[src/rtl/cpu_controller.sv]
// SAP-1 style control sequencer: fetch/execute T-state machine with a Moore
// decode of state and opcode onto the CPU's bus-enable and load strobes.
module cpu_controller #(
   parameter bit HALT_ON_ILLEGAL = 1'b0
) (
   input  logic       clk,
   input  logic       rst,
   input  logic [3:0] opcode,
   input  logic       zf,
   input  logic       cf,
   output logic       cp,
   output logic       ep,
   output logic       lp,
   output logic       lm,
   output logic       ce,
   output logic       li,
   output logic       la,
   output logic       ea,
   output logic       lb,
   output logic       eu,
   output logic       su,
   output logic       lo,
   output logic       hlt,
   output logic [2:0] tstate
);

   typedef enum logic [2:0] {
      ST_T0   = 3'd0,
      ST_T1   = 3'd1,
      ST_T2   = 3'd2,
      ST_T3   = 3'd3,
      ST_T4   = 3'd4,
      ST_T5   = 3'd5,
      ST_HALT = 3'd7
   } state_e;

   localparam logic [3:0] OP_NOP = 4'h0;
   localparam logic [3:0] OP_LDA = 4'h1;
   localparam logic [3:0] OP_ADD = 4'h2;
   localparam logic [3:0] OP_SUB = 4'h3;
   localparam logic [3:0] OP_LDI = 4'h5;
   localparam logic [3:0] OP_JMP = 4'h6;
   localparam logic [3:0] OP_JC  = 4'h7;
   localparam logic [3:0] OP_JZ  = 4'h8;
   localparam logic [3:0] OP_OUT = 4'hE;
   localparam logic [3:0] OP_HLT = 4'hF;

   state_e state_q;
   state_e state_d;

   logic op_legal;
   logic branch_taken;

   always_comb begin
      op_legal = 1'b0;
      case (opcode)
         OP_NOP, OP_LDA, OP_ADD, OP_SUB, OP_LDI,
         OP_JMP, OP_JC, OP_JZ, OP_OUT, OP_HLT: op_legal = 1'b1;
         default:                              op_legal = 1'b0;
      endcase
   end

   // Only meaningful in T3 of a conditional jump; elsewhere it is not consulted.
   always_comb begin
      branch_taken = 1'b0;
      if (opcode == OP_JC)
         branch_taken = cf;
      else if (opcode == OP_JZ)
         branch_taken = zf;
   end

   always_ff @(posedge clk or negedge rst) begin
      if (!rst)
         state_q <= ST_T0;
      else
         state_q <= state_d;
   end

   always_comb begin
      state_d = ST_T0;
      case (state_q)
         ST_T0: state_d = ST_T1;
         ST_T1: state_d = ST_T2;
         ST_T2: begin
            case (opcode)
               OP_LDA, OP_ADD, OP_SUB, OP_LDI,
               OP_JMP, OP_JC, OP_JZ:   state_d = ST_T3;
               OP_HLT:                 state_d = ST_HALT;
               default:                state_d = (!op_legal && HALT_ON_ILLEGAL) ? ST_HALT : ST_T0;
            endcase
         end
         ST_T3: begin
            case (opcode)
               OP_LDA, OP_ADD, OP_SUB: state_d = ST_T4;
               default:                state_d = ST_T0;
            endcase
         end
         ST_T4: begin
            case (opcode)
               OP_ADD, OP_SUB: state_d = ST_T5;
               default:        state_d = ST_T0;
            endcase
         end
         ST_T5:   state_d = ST_T0;
         ST_HALT: state_d = ST_HALT;
         default: state_d = ST_T0;
      endcase
   end

   always_comb begin
      cp  = 1'b0;
      ep  = 1'b0;
      lp  = 1'b0;
      lm  = 1'b0;
      ce  = 1'b0;
      li  = 1'b0;
      la  = 1'b0;
      ea  = 1'b0;
      lb  = 1'b0;
      eu  = 1'b0;
      su  = 1'b0;
      lo  = 1'b0;
      hlt = 1'b0;
      case (state_q)
         ST_T0: begin
            ep = 1'b1;
            lm = 1'b1;
         end
         ST_T1: begin
            ce = 1'b1;
            li = 1'b1;
            cp = 1'b1;
         end
         ST_T2: begin
            case (opcode)
               OP_LDA, OP_ADD, OP_SUB, OP_LDI,
               OP_JMP, OP_JC, OP_JZ: begin
                  ep = 1'b1;
                  lm = 1'b1;
               end
               OP_OUT: begin
                  ea = 1'b1;
                  lo = 1'b1;
               end
               default: ;
            endcase
         end
         ST_T3: begin
            // The operand address is fetched into MAR here, so the PC steps past it.
            case (opcode)
               OP_LDA, OP_ADD, OP_SUB: begin
                  ce = 1'b1;
                  lm = 1'b1;
                  cp = 1'b1;
               end
               OP_LDI: begin
                  ce = 1'b1;
                  la = 1'b1;
                  cp = 1'b1;
               end
               OP_JMP: begin
                  ce = 1'b1;
                  lp = 1'b1;
               end
               OP_JC, OP_JZ: begin
                  ce = branch_taken;
                  lp = branch_taken;
                  cp = !branch_taken;
               end
               default: ;
            endcase
         end
         ST_T4: begin
            case (opcode)
               OP_LDA: begin
                  ce = 1'b1;
                  la = 1'b1;
               end
               OP_ADD, OP_SUB: begin
                  ce = 1'b1;
                  lb = 1'b1;
               end
               default: ;
            endcase
         end
         ST_T5: begin
            eu = 1'b1;
            la = 1'b1;
            su = (opcode == OP_SUB);
         end
         ST_HALT: hlt = 1'b1;
         default: ;
      endcase
   end

   assign tstate = state_q;

endmodule
[config.mk]
export PLATFORM = sky130hd
export DESIGN_NAME = cpu_controller
export DESIGN_NICKNAME = d
export VERILOG_FILES = /design/src/rtl/cpu_controller.sv
export SDC_FILE = /design/constraint.sdc
export NUM_CORES = 1
export LEC_CHECK = 0
export ABC_AREA = 1
export CAP_MARGIN = 10
export CORE_AREA = 2 2 39 41
export DETAILED_ROUTE_END_ITERATION = 6
export DIE_AREA = 0 0 41 43
export PLACE_DENSITY = 0.69
export SETUP_SLACK_MARGIN = 0.5
export SYNTH_ARGS = -nofsm -noshare
export SYNTH_HDL_FRONTEND = slang
export SYNTH_SLANG_ARGS = --single-unit
[constraint.sdc]
create_clock -name clk -period 3.1 [get_ports clk]
set_input_delay 0.465 -clock clk [delete_from_list [all_inputs] [get_ports clk]]
set_output_delay 0.465 -clock clk [all_outputs]
set_load 0.02 [all_outputs]
**Word-level counts from Yosys, hierarchy flattened**

Memories as Yosys holds them, arrays and structs flattened.
Cells that the tools add are included.

- Bits in registers: 3
- Latch bits: 0
- RAM bits: 0
- ROM bits: 48
- Input port bits: 8
- Output and inout bits: 16
- Logic and storage cells: 50
- Memories: 1

Memories:

| memory | words | width | rd ports | clocked after Yosys merged registers in | write ports | line | source |
|---|---|---|---|---|---|---|---|
| (name not given) | 16 | 3 | 1 | 0 | 0 | 85 | `case (opcode)` |

- Add/subtract/negate cells: 0
- Multiply operators: 0
- Div/mod/pow operators: 0
- Magnitude comparators: 0
- Eq/ne operators: 14
- Shift-type cells: 0
- Multiplexer cells: 26
- Bitwise logic cells: 0
- Reduce and logical (&&, ||, !) cells: 8

Operators with widths:

| cell | number |
|---|---|
| 3-bit case mux with 6 select lines | 1 |
| 1-bit two-way mux | 15 |
| 4-bit by 3-bit equality test with 1-bit output (second input constant) | 3 |
| 1-bit case mux with 2 select lines | 5 |
| 3-bit equality test (second input constant) | 3 |
| 1-bit case mux with 3 select lines | 3 |
| 4-bit by 2-bit equality test with 1-bit output (second input constant) | 2 |
| 4-bit equality test (second input constant) | 2 |
| 7-bit OR reduction | 1 |
| 3-bit by 2-bit equality test with 1-bit output (second input constant) | 2 |
| 3-bit two-way mux | 2 |
| 5-bit OR reduction | 1 |
| 4-bit by 1-bit equality test with 1-bit output (second input constant) | 1 |
| 2-bit OR reduction | 2 |
| 4-bit OR reduction | 1 |
| 3-bit by 1-bit equality test with 1-bit output (second input constant) | 1 |
| 3-bit logical NOT | 1 |
| 3-bit OR reduction | 1 |
| 1-bit logical NOT | 1 |

**Logic depth before layout (Yosys ltp)**

Gate-level depths: netlist of run 1.

- Depth after elaboration: 6
- Depth in mapped cells: 8
- Gate-level depth less buffers: 8

**Least setup slack after synthesis of run 1**

No wires, ideal clock.

- Path type: reg-to-output
- From: register state_q[0], in the netlist tstate[0]
- To: output lo
- Arrival time: 1.740 ns
- Required time: 2.635 ns
- Slack: 0.895 ns
- Stages on the path, launching flop included: 5
- Buffers on the path: 1
- Cell sequence: dfrtp_1 -> inv_1 -> nand3_1 -> nor4_1 -> buf_4

- Word-level cells in the longest chain between the ends: 2

Ends and longest elaborated chain:

| item | line | source |
|---|---|---|
| start: declaration | 48 | `state_e state_q;` |
| start signal: assignment | 76 | `state_q <= state_d;` |
| 3-bit by 2-bit equality test with 1-bit output | - |  |
| 1-bit two-way mux | - |  |
| end: declaration | 22 | `output logic lo,` |

Every way passes these cells.

**Final worst setup path of run 1**

- From: input opcode[1]
- To: output cp

- Word-level cells in the longest chain between the ends: 6

Ends and longest elaborated chain:

| item | line | source |
|---|---|---|
| start: declaration | 8 | `input logic [3:0] opcode,` |
| 4-bit equality test | 68, 150 |  |
| 1-bit two-way mux | 68 | `else if (opcode == OP_JZ)` |
| 1-bit two-way mux | 66 | `if (opcode == OP_JC)` |
| 1-bit logical NOT | 168 | `cp = !branch_taken;` |
| 1-bit case mux with 2 select lines * | 150 | `case (opcode)` |
| 1-bit case mux with 2 select lines * | 124 | `case (state_q)` |
| end: declaration | 11 | `output logic cp,` |

Every way passes the cells marked *; elsewhere a longest branch is shown, timed or not.

==> results.yml, run 1 <==
logic_synthesis:
  avgSynthCellArea_um2: 5.99
  synth_most_common_cell: "nand3_1"
  synthDistinctLibCells: 18
  synth-seq-cells: 3
  ys_seq_area_share_pct: 17.6
  synth_ff_type: "dfrtp_1"
  synth_top_area_share_pct: 22.4
  synth_area_leader_cell: "nand3_1"
  synth-edff-count: 0
  synth_fp_nets: 79
  synthTopCellsByCount: "nand3_1 (19), nand2_1 (14), inv_1 (9)"
  synthCells: 71
  synth_area_um2: 425
  yosys_warnings: 0
  ys_top_cells_by_area: "nand3_1 (22%), dfrtp_1 (18%), nand2_1 (12%)"
  async_flop_share_pct: 100
sta:
  fin_crit_ps: 2450
  fmax_mhz: 408
  post-route-period-util_pct: 79.0
  fin_ws_ps: 652
  rsz0062_at_grt: "no"
  hold_violations: 0
  worst_hold_slack_ps: 421
  relSlewSlack_pct: 77.4
  setup_viol: 0
  fin_setup_tns_ps: 0
  worst_pin_slew_ps: 335
  maxSlewViolCount: 0
  fin_skew_ps: 0.628
critical_path:
  worst-path-buf-inv: 3
  worstSetupStartpointType: "primary input"
  crit_top_cell: "nand2_1"
  crit_path_cell_trace: "clkdlybuf4s50_1, nand2_1, inv_2, nand2_2, nand2_1, nand3_1, nand2_1, nand2_1, nand2_1, dlygate4sd2_1"
  critical_path_class: "in2out"
  critPathArrivalTime_ps: 1980
  cp_max_fo: 5
  setup.worst_path.end_class: "output port"
  slowest_delay_ps: 560
  required_ps: 2630
  crit_slowest_cell: "clkdlybuf4s50_1"
  crit_family: "buffers and inverters"
worst_hold_path:
  min_path_type: "in2async"
final_layout:
  diodes: 0
  final_cell_count_no_fill: 113
  design_area_um2: 691
  multi_input_area_um2: 287
  area_growth_pct: 62.4
  drive_gt1_share_pct: 18.6
  largest_reg_flops: 3
  final_util_pct: 49.9
  finalNetCount: 106
  n_fill_cell: 162
  seqCellArea_um2: 75.1
clock_tree:
  htree_levels: 1
  clkSinkCount: 3
  cts_root_buffer: "clkbuf_4"
  clkTransAtPathRegs_ps: 40
  hold_buffers: 0
  clk_path_buf_depth: 2
  clk_latency_ps: 230
  tritoncts.num_buffers: 3
  cts_tree: "yes"
pwr:
  p_total_mw: 0.473
  power.density_nw_per_um2: 684
  leakagePower_nw: 0.390
  max-vdd-ir-drop_mv: 0.307
global_routing:
  grt_pass1_vias: 519
  grt_use_total_pct: 16.4
  antenna_found_initial: 0
  gr-total-overflow: 0
  grt_max_degree: 8
  grt_pass1_wl_mm: 2.12
place:
  place.gp.congestion: 0.852
  place_ws_ps: 359
  dp_cells: 109
  dpl_cell_area_um2: 668
  place_hpwl_um: 966
  portBuffers: 23
route:
  drt_wl_total_mm: 1.18
  dr.pass1.iters: 4
  route.detailed.drc: 0
  drt_iter0_markers: 14
  vias: 566
  viasPerCell: 5.01
  wl_per_cell_um: 10.4
  postRouteAntennaNets: 0
floorplanning:
  die_x_um: 41
  start_util_pct: 30.7
  die_area_um2: 1760
  io_pins: 24
  dieHeight_um: 43
  core-area_um2: 1380
  rows: 14
job:
  cap_violations: 0
status:
  status: "finished, final reports clean"
where the power goes:
group	internal, mW	switching, mW
clock network	0.0481	0.0187
registers	0.0548	0.0183
logic	0.126	0.206
per-layer routing:
layer,routed length [um],track usage (%),part of all wire (%)
met5,0,0,0
met4,0,4.00,0
met3,64,0,5.4
met2,560,26.3,48
met1,551,23.7,47
worst reg2reg max path, stage by stage, from the launching register on:
cell	delay, ps
dfrtp_1	400
inv_1	190
nand3_1	140
inv_1	110
o211ai_1	130
nand3_1	110
layout make-up:
| type | instances | area share [%] |
|---|---|---|
| multi-input combinational | 52 | 41.5 |
| timing repair buffer | 23 | 32.8 |
| sequential | 3 | 10.9 |
| inverter | 15 | 8.15 |
| clock buffer | 4 | 3.80 |
| tap | 16 | 2.90 |
cell usage in the layout, fill, tap and decap left out, types with 3 or more instances in the layout:
cell type and instances:
nand3_1 19, nand2_1 14, inv_1 9, inv_2 6, clkdlybuf4s50_1 14, dlygate4sd2_1 7
nand4_1 3, dfrtp_1 3, clkbuf_4 3
path summary, 6_finish.rpt:
kind                                      from                  end  slack, ps  depth (start not counted)
min                                        rst  tstate[2]$_DFF_PN0_        420                          1
max                                  opcode[1]                   cp        650                         10
max reg2reg                tstate[0]$_DFF_PN0_  tstate[1]$_DFF_PN0_       1940                          5
min reg2reg                tstate[0]$_DFF_PN0_  tstate[1]$_DFF_PN0_        680                          2
max in group asynchronous                  rst  tstate[1]$_DFF_PN0_       2540                          1
min in group clk           tstate[0]$_DFF_PN0_  tstate[1]$_DFF_PN0_        680                          2
timing repair:
action | in CTS | in global routing
resized for setup | 7 | 2
setup endpoints to repair | 7 | 2
cloned | 0 | 0
setup buffers | 0 | 0
cells by family after synthesis:
group | share of synthesized area (%)
AOI/OAI and AO/OA | 6.76
buffers and inverters | 15.0
DFF | 17.6
and+or+nand+nor | 60.6
No activity file was read; power rests on OpenSTA's default activity.
==> run 2, diff against run 1 <==
--- a/config.mk
+++ b/config.mk
@@ -10,7 +10,7 @@
 export CORE_AREA = 2 2 39 41
 export DETAILED_ROUTE_END_ITERATION = 6
 export DIE_AREA = 0 0 41 43
-export PLACE_DENSITY = 0.69
+export PLACE_DENSITY = 0.71
 export SETUP_SLACK_MARGIN = 0.5
 export SYNTH_ARGS = -nofsm -noshare
 export SYNTH_HDL_FRONTEND = slang
==> constraint.sdc (replaced) <==
create_clock -name clk -period 2.24 [get_ports clk]
set_input_delay 0.336 -clock clk [delete_from_list [all_inputs] [get_ports clk]]
set_output_delay 0.336 -clock clk [all_outputs]
set_load 0.02 [all_outputs]
==> run 2 against run 1 <==
  * Global-route usage grew 2.1 points
  * Clock-buffer cell count did not move
  * Final area rose by 20%
  * Total power increased by 63%
  * Clock skew is essentially flat
  * Register-to-register slack lost 900 ps
  * Non-clock buffer count is 16 higher
  * Worst setup slack got worse by 150 ps
  * Sequential cell count is the same
  * First-iteration DRC count fell by 7.1%
  * Via count up 16%
  * Largest power group unchanged
==> results.yml, run 2 (same netlist as run 1, synthesis figures left out) <==
status:
  status: "finished, final reports clean"
critical_path:
  required_ps: 1900
  cp_max_fo: 3
  worstRegToRegCells: 7
  r2r_end: "tstate[0]$_DFF_PN0_"
  reg2reg_slack_ps: 1040
  timing.rr.start: "tstate[0]$_DFF_PN0_"
  setup.worst_path.end_class: "output port"
  critPathArrivalTime_ps: 1400
  critical_path_class: "in2out"
  worstSetupStartpointType: "primary input"
final_layout:
  finalNetCount: 122
  area_growth_pct: 94.1
  largest_reg_flops: 3
  drive_gt1_share_pct: 49.6
  final_util_pct: 59.7
  final_common_cell: "buf_4"
  design_area_um2: 826
  diodes: 0
  final_cell_mix: "buf_4 (18), nand3_1 (17), nand2_1 (14)"
clock_tree:
  tritoncts.num_buffers: 3
  cts_tree: "yes"
  clk_latency_ps: 230
  htree_levels: 1
  hold_buffers: 0
  clkTransAtPathRegs_ps: 40
  clk_path_buf_depth: 2
  cts_root_buffer: "clkbuf_4"
  clkSinkCount: 3
global_routing:
  grt_max_degree: 7
  antenna_found_initial: 0
  grt_pass1_vias: 561
  gr-total-overflow: 0
  grt_pass1_wl_mm: 2.32
  grt_use_total_pct: 18.5
pwr:
  max-vdd-ir-drop_mv: 0.521
  power.density_nw_per_um2: 930
  leakagePower_nw: 0.439
  p_total_mw: 0.768
floorplanning:
  die_x_um: 41
  dieHeight_um: 43
  core-area_um2: 1380
  rows: 14
  io_pins: 24
  die_area_um2: 1760
  start_util_pct: 30.7
place:
  place_hpwl_mm: 1.16
  dpl_cell_area_um2: 785
  portBuffers: 23
  place_ws_ps: -164
  place.gp.congestion: 0.939
route:
  drt_wl_total_mm: 1.48
  viasPerCell: 5.07
  dr.pass1.iters: 7
  wl_per_cell_um: 11.5
  postRouteAntennaNets: 0
  vias: 654
  route.detailed.drc: 0
  drt_iter0_markers: 13
sta:
  worst_pin_slew_ps: 217
  rsz0062_at_grt: "yes"
  setup_viol: 0
  fin_skew_ps: 0.183
  fmax_mhz: 575
  fin_ws_ps: 502
  maxSlewViolCount: 0
  relSlewSlack_pct: 85.5
  fin_crit_ps: 1740
  post-route-period-util_pct: 77.6
  hold_violations: 0
job:
  cap_violations: 0
worst_hold_path:
  min_path_type: "in2async"
[run 2: critical path: stages]
cell,delay (ps)
dlygate4sd2_1,250
buf_4,140
nand2_1,110
nand3_1,90
nand3_1,100
nand2_1,70
nand2_1,60
clkdlybuf4s15_2,250
[run 2: final cells by class]
class | count | area, um2
fillers | 142 | 558
multi-input cells | 52 | 333
flip-flops and latches | 3 | 77.6
repair buffers | 39 | 310
well taps | 16 | 20.0
clock buffers | 4 | 26.3
inverters | 15 | 58.8
[run 2: repair_timing]
action / 4_1_cts / 5_1_grt
setup endpoints to repair: 13 / 11
gates cloned: 0 / 0
gates resized for setup: 48 / 21
buffers inserted: 3 / 1
[run 2: per-stage QoR]
step	std cells	hold WS (ps)	setup TNS, ps
CTS	128	283	0
finish	129	282	0
global route	129	281	0
floorplan	71	40.4	0
global placement	121	525	-700
detailed placement	121	526	-899
[run 2: per-layer routing]
metal / part of all wire, % / GRT usage, %
met5: 0 / 0
met4: 1.0 / 4.00
met3: 7.3 / 1.57
met2: 53 / 32.2
met1: 38 / 23.4
[run 2: how the worst max path moves through the flow]
stage	to	slack, ps	depth (start not counted)	startpoint
2_1_floorplan	lo	530	4	tstate[0]$_DFF_PN0_
3_3_place_gp	lp	-130	7	opcode[0]
3_5_place_dp	lp	-160	8	opcode[1]
4_1_cts	ep	400	6	tstate[2]$_DFF_PN0_
5_1_grt	ep	430	8	opcode[2]
6_report	ep	500	8	opcode[2]
[run 2: power breakdown]
group	switching [mW]	total (mW)	leakage (nW)	internal (mW)
Combinational	0.332	0.566	0.389	0.234
Clock	0.0293	0.0961	0.0150	0.0668
Sequential	0.0282	0.106	0.0354	0.0781
==> run 3, diff against run 2 <==
==> constraint.sdc (replaced) <==
create_clock -name clk -period 1.5 [get_ports clk]
set_input_delay 0.225 -clock clk [delete_from_list [all_inputs] [get_ports clk]]
set_output_delay 0.225 -clock clk [all_outputs]
set_load 0.02 [all_outputs]
==> run 3 against run 2 <==
  * The flow now finishes with violations (negative setup slack)
  * Clock skew rose by 1.0 ps
  * Global-route usage rose by 1.3 points
  * Non-clock buffer count rose by 12
  * Register-to-register slack got worse by 890 ps
  * Cell count rose by 9.3%
  * First-iteration DRC count fell by 23%
  * Clock power rose by 43%
  * Routed wire length rose by 14%
  * Clock-buffer cell count did not move
==> results.yml, run 3 (same netlist as run 1, synthesis figures left out) <==
status:
  status: "finished, violations left"
  violations: "negative setup slack"
sta:
  worst_pin_slew_ps: 224
  relSlewSlack_pct: 84.9
  fin_ws_ps: -43.7
  fmax_mhz: 648
  setup_viol: 7
  fin_crit_ps: 1540
  rsz0062_at_grt: "yes"
  fin_skew_ps: 1.21
  worst_hold_slack_ps: 186
  hold_violations: 0
  fin_setup_tns_ps: -185
  maxSlewViolCount: 0
  post-route-period-util_pct: 103
place:
  portBuffers: 23
  place.gp.congestion: 0.842
  place_hpwl_mm: 1.23
route:
  drt_iter0_markers: 10
  dr.pass1.iters: 3
  vias: 676
  wl_per_cell_um: 12.0
  route.detailed.drc: 0
  postRouteAntennaNets: 0
  viasPerCell: 4.79
  drt_wl_total_mm: 1.70
final_layout:
  drive_gt1_share_pct: 73.6
  area_growth_pct: 138
  finalNetCount: 134
  n_fill_cell: 112
  final_util_pct: 73.2
  largest_reg_flops: 3
  final_common_cell: "buf_4"
  final_cell_mix: "buf_4 (30), buf_6 (12), nand3_1 (11)"
  diodes: 0
worst_hold_path:
  min_path_type: "in2async"
clock_tree:
  clkSinkCount: 3
  htree_levels: 1
  clkTransAtPathRegs_ps: 40
  tritoncts.num_buffers: 3
  clk_path_buf_depth: 2
  cts_tree: "yes"
  clk_latency_ps: 230
  cts_root_buffer: "clkbuf_4"
  hold_buffers: 0
critical_path:
  crit_top_cell: "nand3_2"
  crit_slowest_cell: "dfrtp_2"
  r2r_end: "tstate[0]$_DFF_PN0_"
  critPathArrivalTime_ps: 1320
  cp_max_fo: 6
  critical_path_class: "reg2out"
  slowest_delay_ps: 430
  worstSetupStartpointType: "register"
  crit_path_cell_trace: "inv_4, nand3_1, inv_2, nand3_2, nand3_2, buf_4"
  timing.rr.start: "tstate[1]$_DFF_PN0_"
  worstRegToRegCells: 8
  reg2reg_slack_ps: 150
  required_ps: 1270
  setup.worst_path.end_class: "output port"
floorplanning:
  die_area_um2: 1760
  core-area_um2: 1380
  dieHeight_um: 43
  start_util_pct: 30.7
  rows: 14
  io_pins: 24
  die_x_um: 41
global_routing:
  grt_use_total_pct: 19.8
  grt_pass1_wl_mm: 2.48
  gr-total-overflow: 0
  antenna_found_initial: 0
  grt_pass1_vias: 650
  grt_max_degree: 7
pwr:
  switching_share_pct: 48.0
  seq_power_share_pct: 12.9
  power.net_switching_mw: 0.670
  power.density_nw_per_um2: 1380
  p_comb_share_pct: 77.3
  p_int_mw: 0.725
  leakagePower_nw: 0.542
  pwr-share-clk_pct: 9.8
  max-vdd-ir-drop_mv: 1.17
job:
  cap_violations: 0
[run 3: cell types whose count changed in the layout (fill, tap and decap cells not counted), sizes merged]
cell | before | now
clkdlybuf4s50 | 6 | 3
buf | 24 | 44
clkdlybuf4s15 | 1 | 0
dlygate4sd2 | 4 | 0
[run 3: routing by layer]
metal	share of wire (%)	GRT usage (%)	routed length [um]	vias to the layer above
li1	-	-	-	349
met1	44	25.2	739	311
met2	52	34.4	883	14
met3	2.7	1.57	45	2
met4	1.7	4.00	28	0
met5	0	0	0	-
[run 3: how the worst max path moves through the flow]
stage,depth (start not counted),slack [ps],endpoint,start
floorplan,4,30,lo,tstate[2]$_DFF_PN0_
global placement,9,-720,cp,opcode[0]
detailed placement,10,-720,cp,opcode[1]
CTS,4,-20,lo,tstate[1]$_DFF_PN0_
global route,6,-80,ce,tstate[2]$_DFF_PN0_
finish,6,-40,ce,tstate[2]$_DFF_PN0_
[run 3: power by group through the flow]
stage | clock network, mW | logic [mW] | registers, mW
6_report | 0.137 | 1.08 | 0.180
4_1_cts | 0.140 | 0.959 | 0.169
5_1_grt | 0.145 | 1.15 | 0.182
3_5_place_dp | 0 | 0.956 | 0.172
2_1_floorplan | 0 | 0.469 | 0.212
3_3_place_gp | 0 | 0.947 | 0.169
[run 3: layout make-up]
cell class / count / area [um2] / share of cell area (%)
clock buffers: 4 / 26.3 / 2.59
inverters: 15 / 61.3 / 6.05
multi-input cells: 52 / 407 / 40.1
flip-flops and latches: 3 / 78.8 / 7.78
well taps: 16 / 20.0 / 1.98
repair buffers: 51 / 420 / 41.5
[run 3: worst max-delay path, delay by kind of cell (launching register included)]
family	cells	cell delay, ps
buffers and inverters	3	350
DFF	1	430
and+or+nand+nor	3	300
[run 3: metrics by stage]
| step | power (mW) | instance area [um2] | setup slack [ps] | std cells |
|---|---|---|---|---|
| 5_1_grt | 1.48 | 1010 | -81.2 | 141 |
| 2_1_floorplan | 0.681 | 522 | 26.3 | 71 |
| 6_report | 1.40 | 1010 | -43.7 | 141 |
| 4_1_cts | 1.27 | 965 | -19.2 | 137 |
| 3_3_place_gp | 1.12 | 930 | -723 | 131 |
| 3_5_place_dp | 1.13 | 930 | -721 | 131 |
[run 3: what timing repair did]
item	4_1_cts	5_1_grt
resized for setup	83	30
pin swaps	2	3
setup buffers	2	4
setup endpoints to repair	19	19
endpoints found under the hold margin	0	0
==> RTL change 1 (flow settings as in run 1) <==
Set the parameter `HALT_ON_ILLEGAL` to 1'b1 (it was 1'b0).
--- a/src/rtl/cpu_controller.sv
+++ b/src/rtl/cpu_controller.sv
@@ -3,3 +3,3 @@
 module cpu_controller #(
-   parameter bit HALT_ON_ILLEGAL = 1'b0
+   parameter bit HALT_ON_ILLEGAL = 1'b1
 ) (
Check against the original RTL: not equivalent (a bounded check fails within 4 cycles, from zero or initial values and one cycle with rst low).
==> RTL change 1 against run 1 <==
Synthesized area is 2.6% higher. Fmax about the same. Core utilization is 1.6 points higher. Cell count increased by 12%. Sequential cell count did not move. First-iteration DRC count shrank 50%. Design area up 3.3%. Wire length fell by 0.25%. Worst setup slack better by 0.0014 ns. Critical path depth decreased by 6. Sequential share of layout area shrank 0.34 points.
Power is left out: it rests on default switching activity, and per cell area and clock period it moved more than threefold.
==> RTL change 1: results (changes against run 1) <==
[placement]
gp_congestion = 0.873  ; +2.6%
placed_cell_area_um2 = 679  ; +1.7%
io_buffers = 23  ; unchanged
pre_cts_ws_ns = 0.370  ; +0.0107 ns
post-dp-hpwl_um = 972  ; +0.70%
dp.cells = 122  ; +12%

[critical_path]
cp_max_fo = 6  ; +1
critPathMaxStageDelay_ns = 0.60  ; +0.04 ns
arrival_ns = 1.98  ; about the same

[synthesis]
synth-xor-area-share_pct = 0  ; unchanged
synth_fp_nets = 92  ; +16%
synth_flop_cell = dfrtp_1
seq_area_frac_synth_pct = 17.2  ; -0.46 points
synth_warnings = 0  ; unchanged
async_flop_share_pct = 100  ; unchanged
synth_area_leaders = nand2_1 (20%), dfrtp_1 (17%), nor2_1 (13%)
synth_compound_area_share_pct = 10.9  ; +4.1 points
synth_commonest_cells = nand2_1 (23), nor2_1 (15), inv_1 (10)
synth_cell_types = 14  ; -4
syn_inst = 84  ; +18%

[timing]
fin_ws_ns = 0.653  ; +0.00140 ns
clock_skew_ns = 0.00479  ; +0.00417 ns
relSlewSlack_pct = 80.5  ; +3.0 points

[routing]
wl_met1_um = 560  ; +1.6%
totalWireLength_um = 1170  ; -0.25%
met2_wirelength_um = 541  ; -3.4%
dr_wl_met3_um = 72  ; +13%
routed.top_layer = met3
dr.first_iter.drc_count = 7  ; -7
routed_via_density = 4.60  ; -8.3%
vias = 579  ; +2.3%

[layout]
drive_above_1_share_pct = 14.5  ; -4.0 points
areaGrowthSynthToFinish_pct = 63.3
fillers = 154  ; -4.9%

[hold_path]
min_path_type = primary input to async pin

[global_routing]
grt_pass1_wl_um = 1870  ; -12%
grtUsageTotal_pct = 14.6  ; -1.8 points
use_met3_pct = 3.66  ; +3.7 points
grt_use_met2_pct = 23.1  ; -3.1 points
met1_usage_pct = 19.9  ; -3.8 points
grt_start_max_net_pins = 9  ; +1
grt_pass1_vias = 491  ; -5.4%

[cts]
cts_resized = 8  ; +1
h-tree-depth = 1  ; unchanged
cts_setup_buffers = 0  ; unchanged
cts_buffer_depth = 2  ; unchanged

[status]
status = finished clean

RTL change 1: layout make-up:
class / count / share of cell area [%]
multi-input cells: 63 / 41.8
clock buffers: 4 / 3.68
inverters: 17 / 8.95
well taps: 16 / 2.81
repair buffers: 23 / 32.3
flip-flops and latches: 3 / 10.5
RTL change 1: final timing paths:
| check | slack [ns] | start | cells after the start | endpoint |
|---|---|---|---|---|
| hold / removal | 0.42 | rst | 1 | tstate[2]$_DFF_PN0_ |
| setup / recovery | 0.65 | opcode[0] | 4 | lo |
| hold reg to reg | 0.74 | tstate[1]$_DFF_PN0_ | 3 | tstate[1]$_DFF_PN0_ |
| max in group asynchronous | 2.54 | rst | 1 | tstate[0]$_DFF_PN0_ |
| setup reg to reg | 1.92 | tstate[2]$_DFF_PN0_ | 5 | tstate[2]$_DFF_PN0_ |
| min in group clk | 0.74 | tstate[1]$_DFF_PN0_ | 3 | tstate[1]$_DFF_PN0_ |
==> RTL change 2 (config.mk and constraints of run 1) <==
Without the edit above. Add an input register stage for `opcode`, `zf` and `cf`, without a reset; this delays them by one clock.
--- a/src/rtl/cpu_controller.sv
+++ b/src/rtl/cpu_controller.sv
@@ -47,2 +47,12 @@
 
+   logic [3:0] opcode_q;
+   logic zf_q;
+   logic cf_q;
+
+   always_ff @(posedge clk) begin
+      opcode_q <= opcode;
+      zf_q     <= zf;
+      cf_q     <= cf;
+   end
+
    state_e state_q;
@@ -55,3 +65,3 @@
       op_legal = 1'b0;
-      case (opcode)
+      case (opcode_q)
          OP_NOP, OP_LDA, OP_ADD, OP_SUB, OP_LDI,
@@ -65,6 +75,6 @@
       branch_taken = 1'b0;
-      if (opcode == OP_JC)
-         branch_taken = cf;
-      else if (opcode == OP_JZ)
-         branch_taken = zf;
+      if (opcode_q == OP_JC)
+         branch_taken = cf_q;
+      else if (opcode_q == OP_JZ)
+         branch_taken = zf_q;
    end
@@ -84,3 +94,3 @@
          ST_T2: begin
-            case (opcode)
+            case (opcode_q)
                OP_LDA, OP_ADD, OP_SUB, OP_LDI,
@@ -92,3 +102,3 @@
          ST_T3: begin
-            case (opcode)
+            case (opcode_q)
                OP_LDA, OP_ADD, OP_SUB: state_d = ST_T4;
@@ -98,3 +108,3 @@
          ST_T4: begin
-            case (opcode)
+            case (opcode_q)
                OP_ADD, OP_SUB: state_d = ST_T5;
@@ -134,3 +144,3 @@
          ST_T2: begin
-            case (opcode)
+            case (opcode_q)
                OP_LDA, OP_ADD, OP_SUB, OP_LDI,
@@ -149,3 +159,3 @@
             // The operand address is fetched into MAR here, so the PC steps past it.
-            case (opcode)
+            case (opcode_q)
                OP_LDA, OP_ADD, OP_SUB: begin
@@ -173,3 +183,3 @@
          ST_T4: begin
-            case (opcode)
+            case (opcode_q)
                OP_LDA: begin
@@ -188,3 +198,3 @@
             la = 1'b1;
-            su = (opcode == OP_SUB);
+            su = (opcode_q == OP_SUB);
          end
Formal check against the unedited RTL: not equivalent (a bounded check fails within 4 cycles, from zero or initial values and one cycle with rst low).
==> RTL change 2 against run 1 <==
Core utilization is 11 points higher. Sequential cell count is 8 higher. Critical path type is now flip-flop to output port. Total power is 34% higher. Wire length is 5.4% higher. Synthesized area is 34% higher. Design area is 22% higher. Hold slack worse by 0.046 ns. Worst setup slack better by 0.066 ns. Clock skew is 0.0048 ns higher.
==> RTL change 2: results (changes against run 1) <==
[critical_path]
r2r_setup_slack_ns = 2.02  ; +0.08 ns
r2r-start = tstate[1]$_DFF_PN0_
critPathMaxStageDelay_ns = 0.63  ; +0.07 ns
path_class = flip-flop to output port

[timing]
fin_ws_ns = 0.718  ; +0.0663 ns

[synthesis]
synth_commonest_cells = nand2_1 (23), nor2_1 (15), inv_1 (13)
synth_area_leaders = dfxtp_1 (28%), nand2_1 (15%), dfrtp_1 (13%)
synth_compound_area_share_pct = 9.41  ; +2.6 points
ys_seq_elements = 11  ; +8
synth_fp_nets = 93  ; +18%
async_flop_share_pct = 27.3  ; -73 points

[layout]
final_util_pct = 60.8  ; +11 points
fillers = 128  ; -21%
multi_input_cells = 59  ; +13%
buf_share_pct = 27.4  ; -5.4 points
clock_cell_area_share_pct = 3.13  ; -0.68 points
nets = 120  ; +13%
inv_count = 14  ; -1
multi_input_area_um2 = 277  ; -3.5%
drive_above_1_share_pct = 7.21  ; -11 points

[global_routing]
grtUsageTotal_pct = 18.2  ; +1.7 points
grt_start_max_net_pins = 7  ; -1

[routing]
vias = 590  ; +4.2%
dr.first_iter.drc_count = 9  ; -5
wl_per_cell_um = 9.76  ; -6.3%

[power]
switching_share_pct = 40.8  ; -11 points
power.leakage_nw = 0.398  ; +2.0%
peakVddDrop_v = 0.000400  ; +30%

[placement]
post-dp-hpwl_um = 1030  ; +7.1%
placed_cell_area_um2 = 815  ; +22%

[status]
status = finished clean

[cts]
cts_resized = 0  ; -7
clock_latency_ns = 0.27  ; +0.04 ns

-- RTL change 2: cell types whose count changed after synthesis, sizes merged, moves of 2 or more --
cell	delta
nand3	-15
dfxtp	+8
nand2	+8
nand3b	+2
nor2	+11
a21oi	+2
-- RTL change 2: power by group through the flow --
stage | registers [mW] | clock network, mW | logic [mW]
floorplan | 0.205 | 0 | 0.181
global placement | 0.189 | 0 | 0.349
detailed placement | 0.190 | 0 | 0.350
CTS | 0.187 | 0.0993 | 0.350
global route | 0.191 | 0.104 | 0.382
finish | 0.187 | 0.0973 | 0.348
-- RTL change 2: layer usage --
layer / global-route usage, % / wire, um / vias up
li1: - / - / 322
met1: 23.6 / 574 / 246
met2: 25.3 / 551 / 17
met3: 4.71 / 75 / 5
met4: 12.0 / 38 / 0
met5: 0 / 0 / -
